File: src/rtl/uart_pkg.sv
// Shared types and constants for the buffered UART transmitter.
package uart_pkg;

    typedef enum logic [1:0] {
        IDLE  = 2'd0,
        START = 2'd1,
        DATA  = 2'd2,
        STOP  = 2'd3
    } tx_state_t;

    localparam int UART_CLKS_PER_BIT = 104;
    localparam int UART_DATA_BITS    = 8;

endpackage

File: src/rtl/uart_tx_buffered_if.sv
// CPU-side byte write bus of the transmitter: write strobe/data plus FIFO status.
interface uart_tx_buffered_if #(
    parameter int FIFO_DEPTH = 16
);
    logic                        wr_en;
    logic [7:0]                  wr_data;
    logic                        full;
    logic [$clog2(FIFO_DEPTH):0] level;
    logic                        overflow;
    logic                        overflow_clr;

    modport master (
        output wr_en, wr_data, overflow_clr,
        input  full, level, overflow
    );

    modport slave (
        input  wr_en, wr_data, overflow_clr,
        output full, level, overflow
    );
endinterface

File: src/rtl/tx_fifo.sv
// Synchronous byte FIFO with registered status flags and head read data available combinationally.
module tx_fifo #(
    parameter int DEPTH = 16
) (
    input  logic                   clk,
    input  logic                   reset_n,
    input  logic                   push,
    input  logic                   pop,
    input  logic [7:0]             wd,
    output logic [7:0]             rd,
    output logic                   full,
    output logic                   empty,
    output logic [$clog2(DEPTH):0] level
);
    localparam int AW = $clog2(DEPTH);
    localparam int LW = AW + 1;
    localparam logic [LW-1:0] FULL_LVL = LW'(DEPTH);

    logic [7:0]    mem_r [DEPTH];
    logic [AW-1:0] wptr_r;
    logic [AW-1:0] rptr_r;
    logic [LW-1:0] level_r;
    logic [LW-1:0] level_nxt_s;
    logic          full_r;
    logic          empty_r;
    logic          do_push_s;
    logic          do_pop_s;

    // Qualify requests against the pre-edge flags and compute the next occupancy.
    always_comb begin
        do_push_s   = push && !full_r;
        do_pop_s    = pop && !empty_r;
        level_nxt_s = level_r;
        case ({do_push_s, do_pop_s})
            2'b10:   level_nxt_s = level_r + 1'b1;
            2'b01:   level_nxt_s = level_r - 1'b1;
            default: level_nxt_s = level_r;
        endcase
    end

    // Pointers and status; pointer width makes them wrap modulo DEPTH.
    always_ff @(posedge clk or negedge reset_n) begin
        if (!reset_n) begin
            wptr_r  <= '0;
            rptr_r  <= '0;
            level_r <= '0;
            full_r  <= 1'b0;
            empty_r <= 1'b1;
        end else begin
            if (do_push_s) begin
                wptr_r <= wptr_r + 1'b1;
            end
            if (do_pop_s) begin
                rptr_r <= rptr_r + 1'b1;
            end
            level_r <= level_nxt_s;
            full_r  <= (level_nxt_s == FULL_LVL);
            empty_r <= (level_nxt_s == {LW{1'b0}});
        end
    end

    // Storage array, no reset needed since empty pointers hide stale entries.
    always_ff @(posedge clk) begin
        if (do_push_s) begin
            mem_r[wptr_r] <= wd;
        end
    end

    assign rd    = mem_r[rptr_r];
    assign full  = full_r;
    assign empty = empty_r;
    assign level = level_r;

endmodule

File: src/rtl/uart_tx_buffered.sv
// Buffered 8N1 UART transmitter: FIFO-fed frame serializer with sticky overflow flag.
module uart_tx_buffered
    import uart_pkg::*;
#(
    parameter int CLKS_PER_BIT = UART_CLKS_PER_BIT,
    parameter int FIFO_DEPTH   = 16
) (
    input  logic                clk,
    input  logic                reset_n,
    uart_tx_buffered_if.slave   bus,
    output logic                busy,
    output logic                tx
);
    localparam int BW = $clog2(CLKS_PER_BIT);
    localparam logic [BW-1:0] BAUD_LAST = BW'(CLKS_PER_BIT - 1);
    localparam logic [2:0]    BIT_LAST  = 3'(UART_DATA_BITS - 1);

    tx_state_t                   state_r;
    logic [BW-1:0]               baud_r;
    logic [2:0]                  bit_r;
    logic [7:0]                  shreg_r;
    logic                        tx_r;
    logic                        busy_r;
    logic                        ovf_r;
    logic                        bit_end_s;
    logic                        pop_s;
    logic [7:0]                  fifo_rd_s;
    logic                        fifo_full_s;
    logic                        fifo_empty_s;
    logic [$clog2(FIFO_DEPTH):0] fifo_level_s;

    tx_fifo #(
        .DEPTH (FIFO_DEPTH)
    ) u_fifo (
        .clk     (clk),
        .reset_n (reset_n),
        .push    (bus.wr_en),
        .pop     (pop_s),
        .wd      (bus.wr_data),
        .rd      (fifo_rd_s),
        .full    (fifo_full_s),
        .empty   (fifo_empty_s),
        .level   (fifo_level_s)
    );

    // A pop happens when idle, or at the end of a stop bit so frames run back to back.
    always_comb begin
        bit_end_s = (baud_r == BAUD_LAST);
        case (state_r)
            IDLE:    pop_s = !fifo_empty_s;
            STOP:    pop_s = bit_end_s && !fifo_empty_s;
            default: pop_s = 1'b0;
        endcase
    end

    // Sticky overflow: a dropped write outranks a simultaneous clear.
    always_ff @(posedge clk or negedge reset_n) begin
        if (!reset_n) begin
            ovf_r <= 1'b0;
        end else if (bus.wr_en && fifo_full_s) begin
            ovf_r <= 1'b1;
        end else if (bus.overflow_clr) begin
            ovf_r <= 1'b0;
        end
    end

    // Frame FSM with baud counter, bit counter and LSB-first shift register.
    always_ff @(posedge clk or negedge reset_n) begin
        if (!reset_n) begin
            state_r <= IDLE;
            baud_r  <= '0;
            bit_r   <= 3'd0;
            shreg_r <= 8'h00;
            tx_r    <= 1'b1;
            busy_r  <= 1'b0;
        end else begin
            case (state_r)
                IDLE: begin
                    tx_r <= 1'b1;
                    if (!fifo_empty_s) begin
                        shreg_r <= fifo_rd_s;
                        tx_r    <= 1'b0;
                        bit_r   <= 3'd0;
                        baud_r  <= '0;
                        busy_r  <= 1'b1;
                        state_r <= START;
                    end
                end
                START: begin
                    if (bit_end_s) begin
                        baud_r  <= '0;
                        tx_r    <= shreg_r[0];
                        state_r <= DATA;
                    end else begin
                        baud_r <= baud_r + 1'b1;
                    end
                end
                DATA: begin
                    if (bit_end_s) begin
                        baud_r <= '0;
                        if (bit_r == BIT_LAST) begin
                            tx_r    <= 1'b1;
                            state_r <= STOP;
                        end else begin
                            shreg_r <= {1'b0, shreg_r[7:1]};
                            tx_r    <= shreg_r[1];
                            bit_r   <= bit_r + 1'b1;
                        end
                    end else begin
                        baud_r <= baud_r + 1'b1;
                    end
                end
                STOP: begin
                    if (bit_end_s) begin
                        baud_r <= '0;
                        if (!fifo_empty_s) begin
                            shreg_r <= fifo_rd_s;
                            tx_r    <= 1'b0;
                            bit_r   <= 3'd0;
                            state_r <= START;
                        end else begin
                            busy_r  <= 1'b0;
                            state_r <= IDLE;
                        end
                    end else begin
                        baud_r <= baud_r + 1'b1;
                    end
                end
                default: begin
                    tx_r    <= 1'b1;
                    busy_r  <= 1'b0;
                    state_r <= IDLE;
                end
            endcase
        end
    end

    assign bus.full     = fifo_full_s;
    assign bus.level    = fifo_level_s;
    assign bus.overflow = ovf_r;
    assign busy         = busy_r;
    assign tx           = tx_r;

endmodule

File: src/flat_wrapper.sv
// flat-port wrapper written by rule: the top's interface ports become plain ports
module uart_tx_buffered_flat import uart_pkg::*;
#(
    parameter int CLKS_PER_BIT = UART_CLKS_PER_BIT,
    parameter int FIFO_DEPTH   = 16
)
  (clk, reset_n, busy, tx, bus_wr_en, bus_wr_data, bus_overflow_clr, bus_full, bus_level, bus_overflow);
  uart_tx_buffered_if #(.FIFO_DEPTH(FIFO_DEPTH)) bus_i ();
  input  logic clk;
  input  logic reset_n;
  output logic busy;
  output logic tx;
  input wire logic [$bits(bus_i.wr_en)-1:0] bus_wr_en;
  input wire logic [$bits(bus_i.wr_data)-1:0] bus_wr_data;
  input wire logic [$bits(bus_i.overflow_clr)-1:0] bus_overflow_clr;
  output wire logic [$bits(bus_i.full)-1:0] bus_full;
  output wire logic [$bits(bus_i.level)-1:0] bus_level;
  output wire logic [$bits(bus_i.overflow)-1:0] bus_overflow;
  assign bus_i.wr_en = bus_wr_en;
  assign bus_i.wr_data = bus_wr_data;
  assign bus_i.overflow_clr = bus_overflow_clr;
  assign bus_full = bus_i.full;
  assign bus_level = bus_i.level;
  assign bus_overflow = bus_i.overflow;
  uart_tx_buffered #(.CLKS_PER_BIT(CLKS_PER_BIT), .FIFO_DEPTH(FIFO_DEPTH)) u_core (.clk(clk), .reset_n(reset_n), .bus(bus_i), .busy(busy), .tx(tx));
endmodule
File: config.mk
export PLATFORM = sky130hd
export DESIGN_NAME = uart_tx_buffered_flat
export DESIGN_NICKNAME = d
export VERILOG_FILES = /design/src/rtl/uart_pkg.sv /design/src/rtl/uart_tx_buffered_if.sv /design/src/rtl/tx_fifo.sv /design/src/rtl/uart_tx_buffered.sv /design/src/flat_wrapper.sv
export SDC_FILE = /design/constraint.sdc
export NUM_CORES = 1
export LEC_CHECK = 0
export CORE_MARGIN = 2
export CORE_UTILIZATION = 61
export CTS_CLUSTER_SIZE = 16
export DETAILED_ROUTE_END_ITERATION = 10
export MAX_ROUTING_LAYER = met4
export PLACE_DENSITY = 0.79
export SETUP_SLACK_MARGIN = 0.15
export SYNTH_ARGS = -nofsm -noshare
export SYNTH_HDL_FRONTEND = slang
export SYNTH_SLANG_ARGS = --single-unit
File: constraint.sdc
create_clock -name clk -period 4.47 [get_ports clk]
set_clock_uncertainty 0.05 [all_clocks]
set_input_delay 1.341 -clock clk [delete_from_list [all_inputs] [get_ports clk]]
set_output_delay 1.341 -clock clk [all_outputs]
set_load 0.02 [all_outputs]
# Yosys cells after proc, flatten, opt, wreduce, memory -nomap -nowiden
# Memories as Yosys holds them, arrays and structs flattened.
# Cells that the tools add are included.
[word_totals]
mem_count = 1
latchBits = 0
register_bits = 38
ramBits = 128
mem_bits_ro = 0
word_cells = 88
input_bits = 12
[mem_list]
columns = ["name", "words", "word_bits", "read_ports", "rd_clocked_by_memory_dff", "wr", "line_no", "source"]
rows = [
  ["u_core.u_fifo.mem_r", 16, 8, 1, 0, 1, "tx_fifo.sv:19", "logic [7:0] mem_r [DEPTH];"],
]
[classes]
n_mul = 0
n_shift = 0
n_mux = 37
bitwise_logic = 0
magnitude_cmp = 0
div = 0
n_reduce_logical = 16
eq_ne = 16
n_addsub = 6
[ops]
columns = ["cell", "count"]
rows = [
  ["8-bit 2-to-1 mux", 4],
  ["8-bit one-hot mux with 3 select lines", 1],
  ["1-bit 2-to-1 mux", 14],
  ["7-bit 2-to-1 mux", 2],
  ["7-bit one-hot mux with 2 select lines", 1],
  ["3-bit 2-to-1 mux", 4],
  ["4-bit AND reduction", 3],
  ["2-bit 2-to-1 mux", 5],
  ["5-bit one-hot mux with 2 select lines", 1],
  ["3-bit one-hot mux with 3 select lines", 1],
  ["4-bit by 1-bit adder with 4-bit output (second input constant)", 2],
  ["2-bit by 1-bit != test with 1-bit output (second input constant)", 4],
  ["2-bit != test (second input constant)", 4],
  ["2-bit one-hot mux with 4 select lines", 1],
  ["7-bit by 1-bit adder with 7-bit output (second input constant)", 1],
  ["7-bit equality test (second input constant)", 1],
  ["2-bit equality test (second input constant)", 3],
  ["5-bit by 1-bit adder with 5-bit output (second input constant)", 1],
  ["5-bit equality test (second input constant)", 1],
  ["5-bit zero test", 1],
  ["5-bit AND reduction", 1],
  ["5-bit by 1-bit subtractor with 5-bit output (second input constant)", 1],
  ["2-bit by 1-bit equality test with 1-bit output (second input constant)", 2],
  ["1-bit logical AND", 4],
  ["other kinds (9)", 12],
]

# Logic depth before layout (Yosys ltp)
# Gate-level depths: netlist (run 1).
[depth]
depth_word = 7
mapped_depth = 13
ltp_nobuf = 12

# Cells and area by module
# Synthesis (run 1) repeated with hierarchy kept, for this count alone.
[hier_totals]
cells_unflattened = 405
area_unflattened_um2 = 7124.3
[by_module_without_submodules]
columns = ["mod", "instances", "seq_area_each_um2", "area_each_um2", "cells_each"]
rows = [
  ["tx_fifo", 1, 4220.3, 5761.8, 276],
  ["uart_tx_buffered", 1, 576.8, 1362.6, 129],
]

# Least setup slack after synthesis (run 1)
# No wires, ideal clock.
[synth_timing]
path_kind = "input port to flip-flop"
start = "input port bus_wr_en"
end = "register u_core.u_fifo.empty_r (netlist: u_core.u_fifo.empty)"
t_arrival_ns = 3.398
cell_stages = 10
slack_ns = 0.944
n_path_buf = 1
required_time_ns = 4.342
cell_sequence = "nor2b_1 -> clkbuf_1 -> inv_1 -> ha_1 -> ha_1 -> nor2b_1 -> o21ai_0 -> a211oi_1 -> or3b_2 -> and3b_1"
[synth_between]
elab_chain_cells = 4
[synth_lines]
columns = ["element", "line_no", "source"]
rows = [
  ["start, declared", "flat_wrapper.sv:13", "input wire logic [$bits(bus_i.wr_en)-1:0] bus_wr_en;"],
  ["1-bit logical AND *", "tx_fifo.sv:31", "do_push_s = push && !full_r;"],
  ["2-bit by 1-bit equality test with 1-bit output or 2-bit equality test (tied branches)", "tx_fifo.sv:34", "case ({do_push_s, do_pop_s})"],
  ["5-bit one-hot mux with 2 select lines *", "tx_fifo.sv:34", ""],
  ["5-bit zero test *", "tx_fifo.sv:58", "empty_r <= (level_nxt_s == {LW{1'b0}});"],
  ["end signal, assigned", "tx_fifo.sv:58", ""],
  ["end, declared", "tx_fifo.sv:25", "logic empty_r;"],
]
# Mark *: on every way between the ends. The rest lies on a longest branch, timed or not.
# A chain may end at the register's enable or synchronous reset.

# Worst setup path in the final report (run 1)
# Same ends and word-level chain as after synthesis.

==> results.sh, run 1 <==
export IMPL_status="finished, final reports clean"
export IMPL_timing_rr_end="u_core.u_fifo.empty"
export IMPL_fin_ws_ns=0.8708
export IMPL_cts_path_max_buffers=2
export IMPL_grt_pass1_wl_microns=21540
export IMPL_cpLargestDelayFamily="simple AND/OR/NAND/NOR gates"
export IMPL_place_gp_congestion=0.8197
export IMPL_root_buffer="clkbuf_16"
export IMPL_crit_fanout=5
export IMPL_ys_ff_latch=166
export IMPL_arrival_ns=3.91
export IMPL_place_inst=599
export IMPL_crit_path_end_kind="register"
export IMPL_die_h_microns=111.9
export IMPL_r2r_slack_ns=1.06
export IMPL_async_flop_share_pct=22.89
export IMPL_first_iter_violations=378
export IMPL_cp_depth=10
export IMPL_fin_crit_sh_pct=80.52
export IMPL_path_class="input port to register"
export IMPL_timing_rr_start="u_core.baud_r[0]"
export IMPL_grt_usage_pct=24.18
export IMPL_area_growth_pct=12.68
export IMPL_crit_end="u_core.u_fifo.empty"
export IMPL_slew_headroom_pct=32.28
export IMPL_worstSetupStartpointType="input port"
export IMPL_cts_buffers=17
export IMPL_core_area_sq_um=11370
export IMPL_htree_levels=4
export IMPL_final_common_cell="edfxtp_1"
export IMPL_syn_instance_count=455
export IMPL_cts_sinks=166
export IMPL_worstMarginPinSlew_ns=1.016
export IMPL_syn_avg_cell_area_sq_um=15.60
export IMPL_io_pins=21
export IMPL_max_stage_delay_ns=0.50
export IMPL_power_density_nw_per_um2=675.3
export IMPL_cts_setup_buffers=0
export IMPL_ctsResizeCount=0
export IMPL_dpl_instance_area_sq_um=7378
export IMPL_die_area_sq_um=12510
export IMPL_cts_tree="built"
export IMPL_viasPerCell=6.154
export IMPL_grt_pass1_vias=3893
export IMPL_drt_wl_total_microns=13510
export IMPL_grt_max_degree=39
export IMPL_fmax_mhz=277.8
export IMPL_hold_class="register to register"
export IMPL_final_hold_viol_count=0
export IMPL_final_cell_mix="edfxtp_1 (128), dfrtp_1 (36), nand2_1 (26), mux2i_1 (26), mux4_2 (21)"
export IMPL_critPathRequiredTime_ns=4.78
export IMPL_yosys_warnings=0
export IMPL_synth_edff_count=128
export IMPL_syn_nets=486
export IMPL_clk_latency_ns=0.43
export IMPL_cap_violations=0
export IMPL_rsz0062_at_grt="false"
export IMPL_portBuffers=20
export IMPL_p_leak_nw=2.862
export IMPL_hold_depth=2
export IMPL_min_period_ns=3.599
export IMPL_vias=3883
export IMPL_hpwlAfterDp_microns=8588
export IMPL_start_util_pct=62.42
export IMPL_fin_area_sq_um=7996
export IMPL_post_place_ws_ns=0.4296
export IMPL_ys_seq_area_share_pct=67.60
export IMPL_synth_distinct_cells=52
export IMPL_crit_chain="clkdlybuf4s50_1 > nor2b_1 > inv_1 > ha_1 > ha_1 > nor2b_1 > o21ai_0 > a211oi_1 > or3b_2 > and3b_1"
export IMPL_rows=39
export IMPL_first_pass_iters=5
export IMPL_postRouteAntennaNets=0
export IMPL_final_cells=631
export IMPL_antenna_found_initial=0
export IMPL_r2r_cells=13
export IMPL_drc=0
export IMPL_startpoint="bus_wr_en"
export IMPL_setup_viol=0
export IMPL_tns_ns=0
export IMPL_yosys_most_used_dff="edfxtp_1"
export IMPL_overflow=0
export IMPL_drive_gt1_share_pct=13.73
export IMPL_clkTransAtPathRegs_ns=0.07
export IMPL_postCtsHoldBufs=0
export IMPL_slew_viol_final=0
export IMPL_routedWlPerCell_microns=21.41
export IMPL_num_nets_final=506
export IMPL_worst_path_buf_inv=2
export IMPL_netlist_area_sq_um=7097
export IMPL_peakVddDrop_v=0.0004314
export IMPL_diodes=0
export IMPL_slowest_stage="or3b_2"
export IMPL_fp_dieW_microns=111.9
-- cells by family (layout without fill, tap and decap cells) --
family / count (synthesis) / after routing / share of synthesized area, %
compound gates: 79 / 79 / 7.299
xor+xnor: 11 / 11 / 1.358
fa+ha+maj: 19 / 19 / 3.456
buf+inv: 41 / 74 / 2.680
flops: 166 / 166 / 67.60
mux: 49 / 49 / 10.65
simple gates: 90 / 90 / 6.964
-- per-stage QoR --
stage	hold WS [ns]	utilization [%]	total power, mW
6_report	0.4261	70.33	5.400
5_1_grt	0.4535	70.33	5.679
4_1_cts	0.4271	70.33	5.428
3_5_place_dp	0.4108	64.89	3.904
3_3_place_gp	0.4047	64.89	3.812
2_1_floorplan	0.4143	-	3.454
-- layer usage --
metal | routed length [microns] | global-route usage, % | vias up
met5 | 0 | - | -
met4 | 251 | 8.889 | 0
met3 | 607 | 4.899 | 18
met2 | 7059 | 39.31 | 100
met1 | 5589 | 30.61 | 1983
li1 | - | - | 1782
-- cell usage after synthesis, types with 11 or more instances --
cell      number  area (sq um)
edfxtp_1     128          3844
o21ai_0       15         75.07
dfrtp_1       36         900.9
mux4_2        21         473.0
nand2_1       26         97.59
ha_1          18         225.2
clkbuf_1      11         41.29
a21oi_1       14         70.07
mux2i_1       26         260.3
inv_1         18         67.56
and2_1        19         118.9
a22oi_1       12         90.09
-- state kept, by name (all words and copies together) (netlist names), 2 cells and up --
name and flops:
u_core.u_fifo.mem_r 128, u_core.shreg_r 8, u_core.baud_r 7, u_core.u_fifo.level 5, u_core.u_fifo.rptr_r 4, u_core.u_fifo.wptr_r 4, u_core.bit_r 3, u_core.state_r 2
-- worst min path at each step --
stage / slack, ns / end / from
6_report: 0.43 / u_core.tx / u_core.tx
5_1_grt: 0.45 / u_core.tx / u_core.tx
4_1_cts: 0.43 / u_core.tx / u_core.tx
3_5_place_dp: 0.41 / u_core.tx / u_core.tx
3_3_place_gp: 0.40 / u_core.tx / u_core.tx
2_1_floorplan: 0.41 / u_core.shreg_r[2] / u_core.shreg_r[2]
-- worst min-delay path, delay by kind of cell (launching register included) --
family / cells / cell delay (ns)
mux: 1 / 0.06
flops: 1 / 0.37
buf+inv: 1 / 0.04
-- layout make-up --
type                            instances  area, sq um
Clock buffer                           17        425.4
Timing Repair Buffer                   24        225.2
Clock inverter                         15        192.7
Inverter                               18        67.56
Fill cell                             743         3373
Sequential cell                       166         4797
Multi-Input combinational cell        248         2110
Tap cell                              143        178.9
-- power by group --
part	switching (mW)	internal (mW)
Clock	0.622	0.892
Sequential	0.282	1.94
Combinational	0.882	0.778
Total	1.79	3.61
Note: power is estimated with default switching activity, not from simulation.
==> run 2, diff against run 1 <==
CORE_UTILIZATION = 55   (was 61)
PLACE_DENSITY = 0.75   (was 0.79)
clock period = 3.15 ns   (was 4.47 ns; I/O delays follow)
==> run 2 against run 1 <==
Wire length grew 3.1%. Critical endpoint unchanged. Flip-flop and latch count stayed put. Power rose by 47%. Cell count up 9.5%.
==> results.sh, run 2 (same netlist as run 1, synthesis figures left out) <==
export IMPL_r2r_slack_ns=0.29
export IMPL_drt_wl_total_microns=13920
export IMPL_final_cell_mix="edfxtp_1 (128), dfrtp_1 (34), buf_4 (29)"
export IMPL_antenna_found_initial=0
export IMPL_grt_pass1_vias=4098
export IMPL_r2r_cells=12
export IMPL_first_iter_violations=301
export IMPL_power_switching_mw=2.607
export IMPL_path_class="register to register"
export IMPL_slew_headroom_pct=37.67
export IMPL_rsz0062_at_grt="false"
export IMPL_crit_path_end_kind="register"
export IMPL_overflow=0
export IMPL_timing_rr_start="u_core.baud_r[0]"
export IMPL_critPathRequiredTime_ns=3.46
export IMPL_grt_max_degree=39
export IMPL_hold_class="register to register"
export IMPL_timing_rr_end="u_core.u_fifo.empty"
export IMPL_combPwrFrac_pct=34.5
export IMPL_final_cells=691
export IMPL_min_period_ns=2.865
export IMPL_largest_register_ffs=128
export IMPL_postRouteAntennaNets=0
export IMPL_root_buffer="clkbuf_16"
export IMPL_power_frac_seq_pct=39.3
export IMPL_diodes=0
export IMPL_drc=0
export IMPL_viasPerCell=5.787
export IMPL_io_pins=21
export IMPL_grt_usage_pct=22.40
export IMPL_num_nets_final=537
export IMPL_drive_gt1_share_pct=20.81
export IMPL_pwr_share_clk_pct=26.2
export IMPL_start_util_pct=56.24
export IMPL_htree_levels=4
export IMPL_cap_violations=0
export IMPL_cts_sinks=166
export IMPL_startpoint="u_core.baud_r[0]"
export IMPL_regMostFlops="u_core.u_fifo.mem_r"
export IMPL_switching_share_pct=32.84
export IMPL_portBuffers=20
export IMPL_fmax_mhz=349.1
export IMPL_routedWlPerCell_microns=20.14
export IMPL_hold_ws_ns=0.4204
export IMPL_p_leak_nw=3.051
export IMPL_die_h_microns=117.6
export IMPL_vias=3999
export IMPL_top_regs="u_core.u_fifo.mem_r x128, u_core.shreg_r x8, u_core.baud_r x7"
export IMPL_cts_tree="built"
export IMPL_hpwlAfterDp_microns=9001
export IMPL_crit_fanout=4
export IMPL_worstSetupStartpointType="register"
export IMPL_grt_pass1_wl_microns=22430
export IMPL_final_common_cell="edfxtp_1"
export IMPL_core_area_sq_um=12620
export IMPL_die_area_sq_um=13830
export IMPL_final_hold_viol_count=0
export IMPL_crit_end="u_core.u_fifo.empty"
export IMPL_place_gp_congestion=0.7844
export IMPL_peakVddDrop_v=0.0006137
export IMPL_clkTransAtPathRegs_ns=0.06
export IMPL_worstMarginPinSlew_ns=0.9350
export IMPL_first_pass_iters=5
export IMPL_final_core_util_pct=66.47
export IMPL_place_inst=654
export IMPL_setup_viol=0
export IMPL_rows=41
export IMPL_dpl_instance_area_sq_um=7692
export IMPL_cts_buffers=17
export IMPL_fin_area_sq_um=8388
export IMPL_p_int_mw=5.330
export IMPL_slew_viol_final=0
export IMPL_fp_dieW_microns=117.6
export IMPL_power_density_nw_per_um2=946.1
export IMPL_clk_latency_ns=0.43
export IMPL_cts_path_max_buffers=2
export IMPL_area_growth_pct=18.19
export IMPL_status="finished, final reports clean"
export IMPL_arrival_ns=3.17
export IMPL_fin_crit_sh_pct=90.95
## run 2: cell types whose count changed in the layout (fill, tap and decap cells not counted), moves of 2 or more
cell	previous run	this run
inv_6	5	3
dfrtp_1	36	34
buf_12	0	6
ha_1	18	16
inv_1	18	16
clkinv_2	0	3
inv_2	0	2
buf_4	4	29
ha_4	0	2
clkinvlp_4	4	2
dfrtp_2	0	2
## run 2: worst max-delay path, cell delays in order, from the launching register on
cell and delay (ns):
dfrtp_1 0.41, ha_4 0.17, and3_4 0.19, a31oi_1 0.09, nor3_2 0.31, ha_4 0.21
inv_1 0.06, fa_2 0.34, nor2b_1 0.15, o21ai_1 0.09, nor4b_1 0.16, or3b_4 0.38
and3b_1 0.19
## run 2: through the flow
stage          worst slack [ns]  TNS [ns]  total power, mW
2_1_floorplan            0.1572         0            4.916
3_3_place_gp            -0.1506   -0.2718            5.621
3_5_place_dp            -0.2591   -0.5298            5.755
4_1_cts                  0.1539         0            7.851
5_1_grt                  0.1710         0            8.370
6_report                 0.2852         0            7.936
## run 2: worst min path at each step
stage	slack [ns]	cells past startpoint	start	end
global placement	0.41	2	u_core.tx	u_core.tx
CTS	0.42	2	u_core.tx	u_core.tx
floorplan	0.41	1	u_core.shreg_r[2]	u_core.shreg_r[2]
detailed placement	0.40	2	u_core.tx	u_core.tx
global route	0.46	2	u_core.tx	u_core.tx
finish	0.42	2	u_core.tx	u_core.tx
## run 2: final cells by class
type,count,area [sq um]
Sequential cell,166,4800
Inverter,18,67.56
Tap cell,172,215.2
Fill cell,894,4232
Multi-Input combinational cell,248,2168
Timing Repair Buffer,55,535.5
Clock buffer,17,425.4
Clock inverter,15,176.4
## run 2: power groups by stage
stage	Clock, mW	Combinational [mW]	Sequential (mW)
after global routing	2.20	3.00	3.17
after CTS	2.10	2.64	3.11
after floorplan	0	1.90	3.02
after detailed placement	0	2.61	3.14
final	2.08	2.74	3.12
after global placement	0	2.51	3.11
## run 2: per-layer routing
metal / GRT usage (%) / up-vias / share of wire [%] / routed length (microns)
met3: 5.233 / 19 / 5.1 / 714
met5: - / - / 0 / 0
met2: 34.83 / 93 / 52 / 7170
met1: 28.93 / 2044 / 42 / 5816
li1: - / 1843 / - / -
met4: 8.886 / 0 / 1.6 / 218
## run 2: what timing repair did
item / CTS / global route
hold endpoints to repair: 0 / 0
setup buffers: 0 / 5
gates resized for setup: 1 / 13
setup endpoints to repair: 1 / 3
pin swaps: 1 / 7
hold buffers: 0 / 0
cloned: 0 / 0
==> run 3, diff against run 2 <==
SETUP_SLACK_MARGIN = 0.05   (was 0.15)
==> run 3 against run 2 <==
Clock power is essentially flat. Sequential power hardly changed. Register-to-register slack got worse by 0.095 ns. Wire length down 0.87%. Cell count stayed put. Worst hold slack lost 0.0018 ns. Sequential share of layout area grew 0.45 points. Final area fell by 0.81%. Setup slack lost 0.11 ns. Flip-flop and latch count stayed put. Global-route usage down 0.62 points. Die area stayed put. Critical path type is now input port to register. Largest cell class unchanged.
==> results.sh, run 3 (same netlist as run 1, synthesis figures left out) <==
export IMPL_area_growth_pct=17.24
export IMPL_p_leak_nw=3.046
export IMPL_drive_gt1_share_pct=19.65
export IMPL_setup_viol=0
export IMPL_viasPerCell=5.812
export IMPL_seq_area_sq_um=4798
export IMPL_worst_path_buf_inv=3
export IMPL_power_density_nw_per_um2=946.7
export IMPL_hpwlAfterDp_microns=8944
export IMPL_grt_max_degree=39
export IMPL_fin_crit_sh_pct=94.41
export IMPL_postRouteAntennaNets=0
export IMPL_drc=0
export IMPL_root_buffer="clkbuf_16"
export IMPL_place_gp_congestion=0.8174
export IMPL_postCtsHoldBufs=0
export IMPL_crit_fanout=4
export IMPL_min_period_ns=2.974
export IMPL_hold_path_end="u_core.tx"
export IMPL_final_cells=691
export IMPL_cts_path_max_buffers=2
export IMPL_die_area_sq_um=13830
export IMPL_arrival_ns=3.28
export IMPL_critPathRequiredTime_ns=3.46
export IMPL_fp_dieW_microns=117.6
export IMPL_r2r_cells=12
export IMPL_cts_sinks=166
export IMPL_htree_levels=4
export IMPL_crit_chain="clkdlybuf4s50_1 > nor2b_1 > inv_1 > ha_2 > buf_4 > ha_1 > a21o_1 > a21oi_1 > xor2_1 > o2111ai_1 > and3b_1"
export IMPL_antenna_found_initial=0
export IMPL_final_hold_viol_count=0
export IMPL_cts_tree="built"
export IMPL_vias=4016
export IMPL_top_regs="u_core.u_fifo.mem_r x128, u_core.shreg_r x8, u_core.baud_r x7"
export IMPL_rows=41
export IMPL_core_area_sq_um=12620
export IMPL_start_util_pct=56.24
export IMPL_final_core_util_pct=65.93
export IMPL_portBuffers=20
export IMPL_first_iter_violations=303
export IMPL_fillers=887
export IMPL_rsz0062_at_grt="false"
export IMPL_regMostFlops="u_core.u_fifo.mem_r"
export IMPL_slew_headroom_pct=31.96
export IMPL_first_pass_iters=5
export IMPL_drt_wl_total_microns=13800
export IMPL_diodes=0
export IMPL_overflow=0
export IMPL_worstMarginPinSlew_ns=1.021
export IMPL_grt_pass1_vias=4095
export IMPL_cts_buffers=17
export IMPL_slowest_stage="clkdlybuf4s50_1"
export IMPL_timing_rr_start="u_core.baud_r[1]"
export IMPL_cpLargestDelayFamily="buffers and inverters"
export IMPL_grt_pass1_wl_microns=22020
export IMPL_fmax_mhz=336.3
export IMPL_path_class="input port to register"
export IMPL_max_stage_delay_ns=0.47
export IMPL_slew_viol_final=0
export IMPL_status="finished, final reports clean"
export IMPL_timing_rr_end="u_core.u_fifo.empty"
export IMPL_num_nets_final=537
export IMPL_die_h_microns=117.6
export IMPL_final_cell_mix="edfxtp_1 (128), dfrtp_1 (35), buf_4 (32)"
export IMPL_hold_depth=2
export IMPL_multi_input_area_sq_um=2143
export IMPL_min_from="u_core.tx"
export IMPL_place_inst=654
export IMPL_hold_class="register to register"
export IMPL_clk_latency_ns=0.42
export IMPL_grt_usage_pct=21.78
export IMPL_peakVddDrop_v=0.0006922
export IMPL_worstSetupStartpointType="input port"
export IMPL_r2r_slack_ns=0.19
export IMPL_clkTransAtPathRegs_ns=0.07
export IMPL_final_common_cell="edfxtp_1"
export IMPL_routedWlPerCell_microns=19.97
export IMPL_largest_register_ffs=128
export IMPL_hold_ws_ns=0.4186
export IMPL_io_pins=21
export IMPL_cap_violations=0
export IMPL_crit_path_end_kind="register"
export IMPL_power_mw=7.877
export IMPL_tns_ns=0
==> run 3: changes by cell type in the layout (fill, tap and decap cells not counted), sizes merged <==
| cell | previous run | this run |
|---|---|---|
| clkdlybuf4s50 | 18 | 19 |
| dlymetal6s2s | 1 | 0 |
| clkinvlp | 2 | 1 |
| inv | 21 | 18 |
| clkbuf | 17 | 22 |
| clkinv | 7 | 6 |
==> run 3: final cells by class <==
cell class,count,share of cell area (%)
flip-flops and latches,166,57.67
multi-input cells,248,25.76
repair buffers,55,5.955
clock buffers,22,5.699
well taps,172,2.586
clock inverters,10,1.519
inverters,18,0.8120
==> run 3: layer usage <==
metal / up-vias / share of wire [%] / track usage, %
li1: 1839 / - / -
met4: 0 / 2.2 / 7.756
met3: 26 / 4.9 / 5.233
met5: - / 0 / -
met1: 2018 / 42 / 26.99
met2: 133 / 51 / 35.45
==> run 3: metrics by stage <==
step | cell area, sq um | setup WS (ns)
global route | 8320 | 0.03628
floorplan | 7106 | 0.05197
CTS | 8287 | 0.08601
global placement | 7652 | -0.2757
detailed placement | 7652 | -0.3903
finish | 8320 | 0.1762
==> run 3: what timing repair did <==
action,4_1_cts,5_1_grt
pin swaps,1,3
endpoints found under the setup margin,2,3
gates cloned,0,0
gates resized for setup,3,6
buffers inserted,4,1
==> run 3: tightest hold or removal path: cells and delay by family, from the launching register on <==
kind	cells	cell delay, ns
buffers and inverters	1	0.04
multiplexers	1	0.06
flip-flops	1	0.37
==> run 3: worst max-delay path by stage <==
stage,from,endpoint,slack (ns),cells after the start
global route,u_core.baud_r[0],u_core.u_fifo.empty,0.04,12
detailed placement,bus_wr_en,u_core.u_fifo.empty,-0.39,11
CTS,u_core.baud_r[1],u_core.u_fifo.empty,0.09,12
floorplan,u_core.baud_r[0],u_core.u_fifo.empty,0.05,13
finish,bus_wr_en,u_core.u_fifo.empty,0.18,11
global placement,bus_wr_en,u_core.u_fifo.empty,-0.28,11
==> run 3: power breakdown <==
group,internal [mW],switching [mW],total (mW)
Clock,1.30,0.779,2.08
Combinational,1.32,1.33,2.65
Sequential,2.76,0.385,3.15
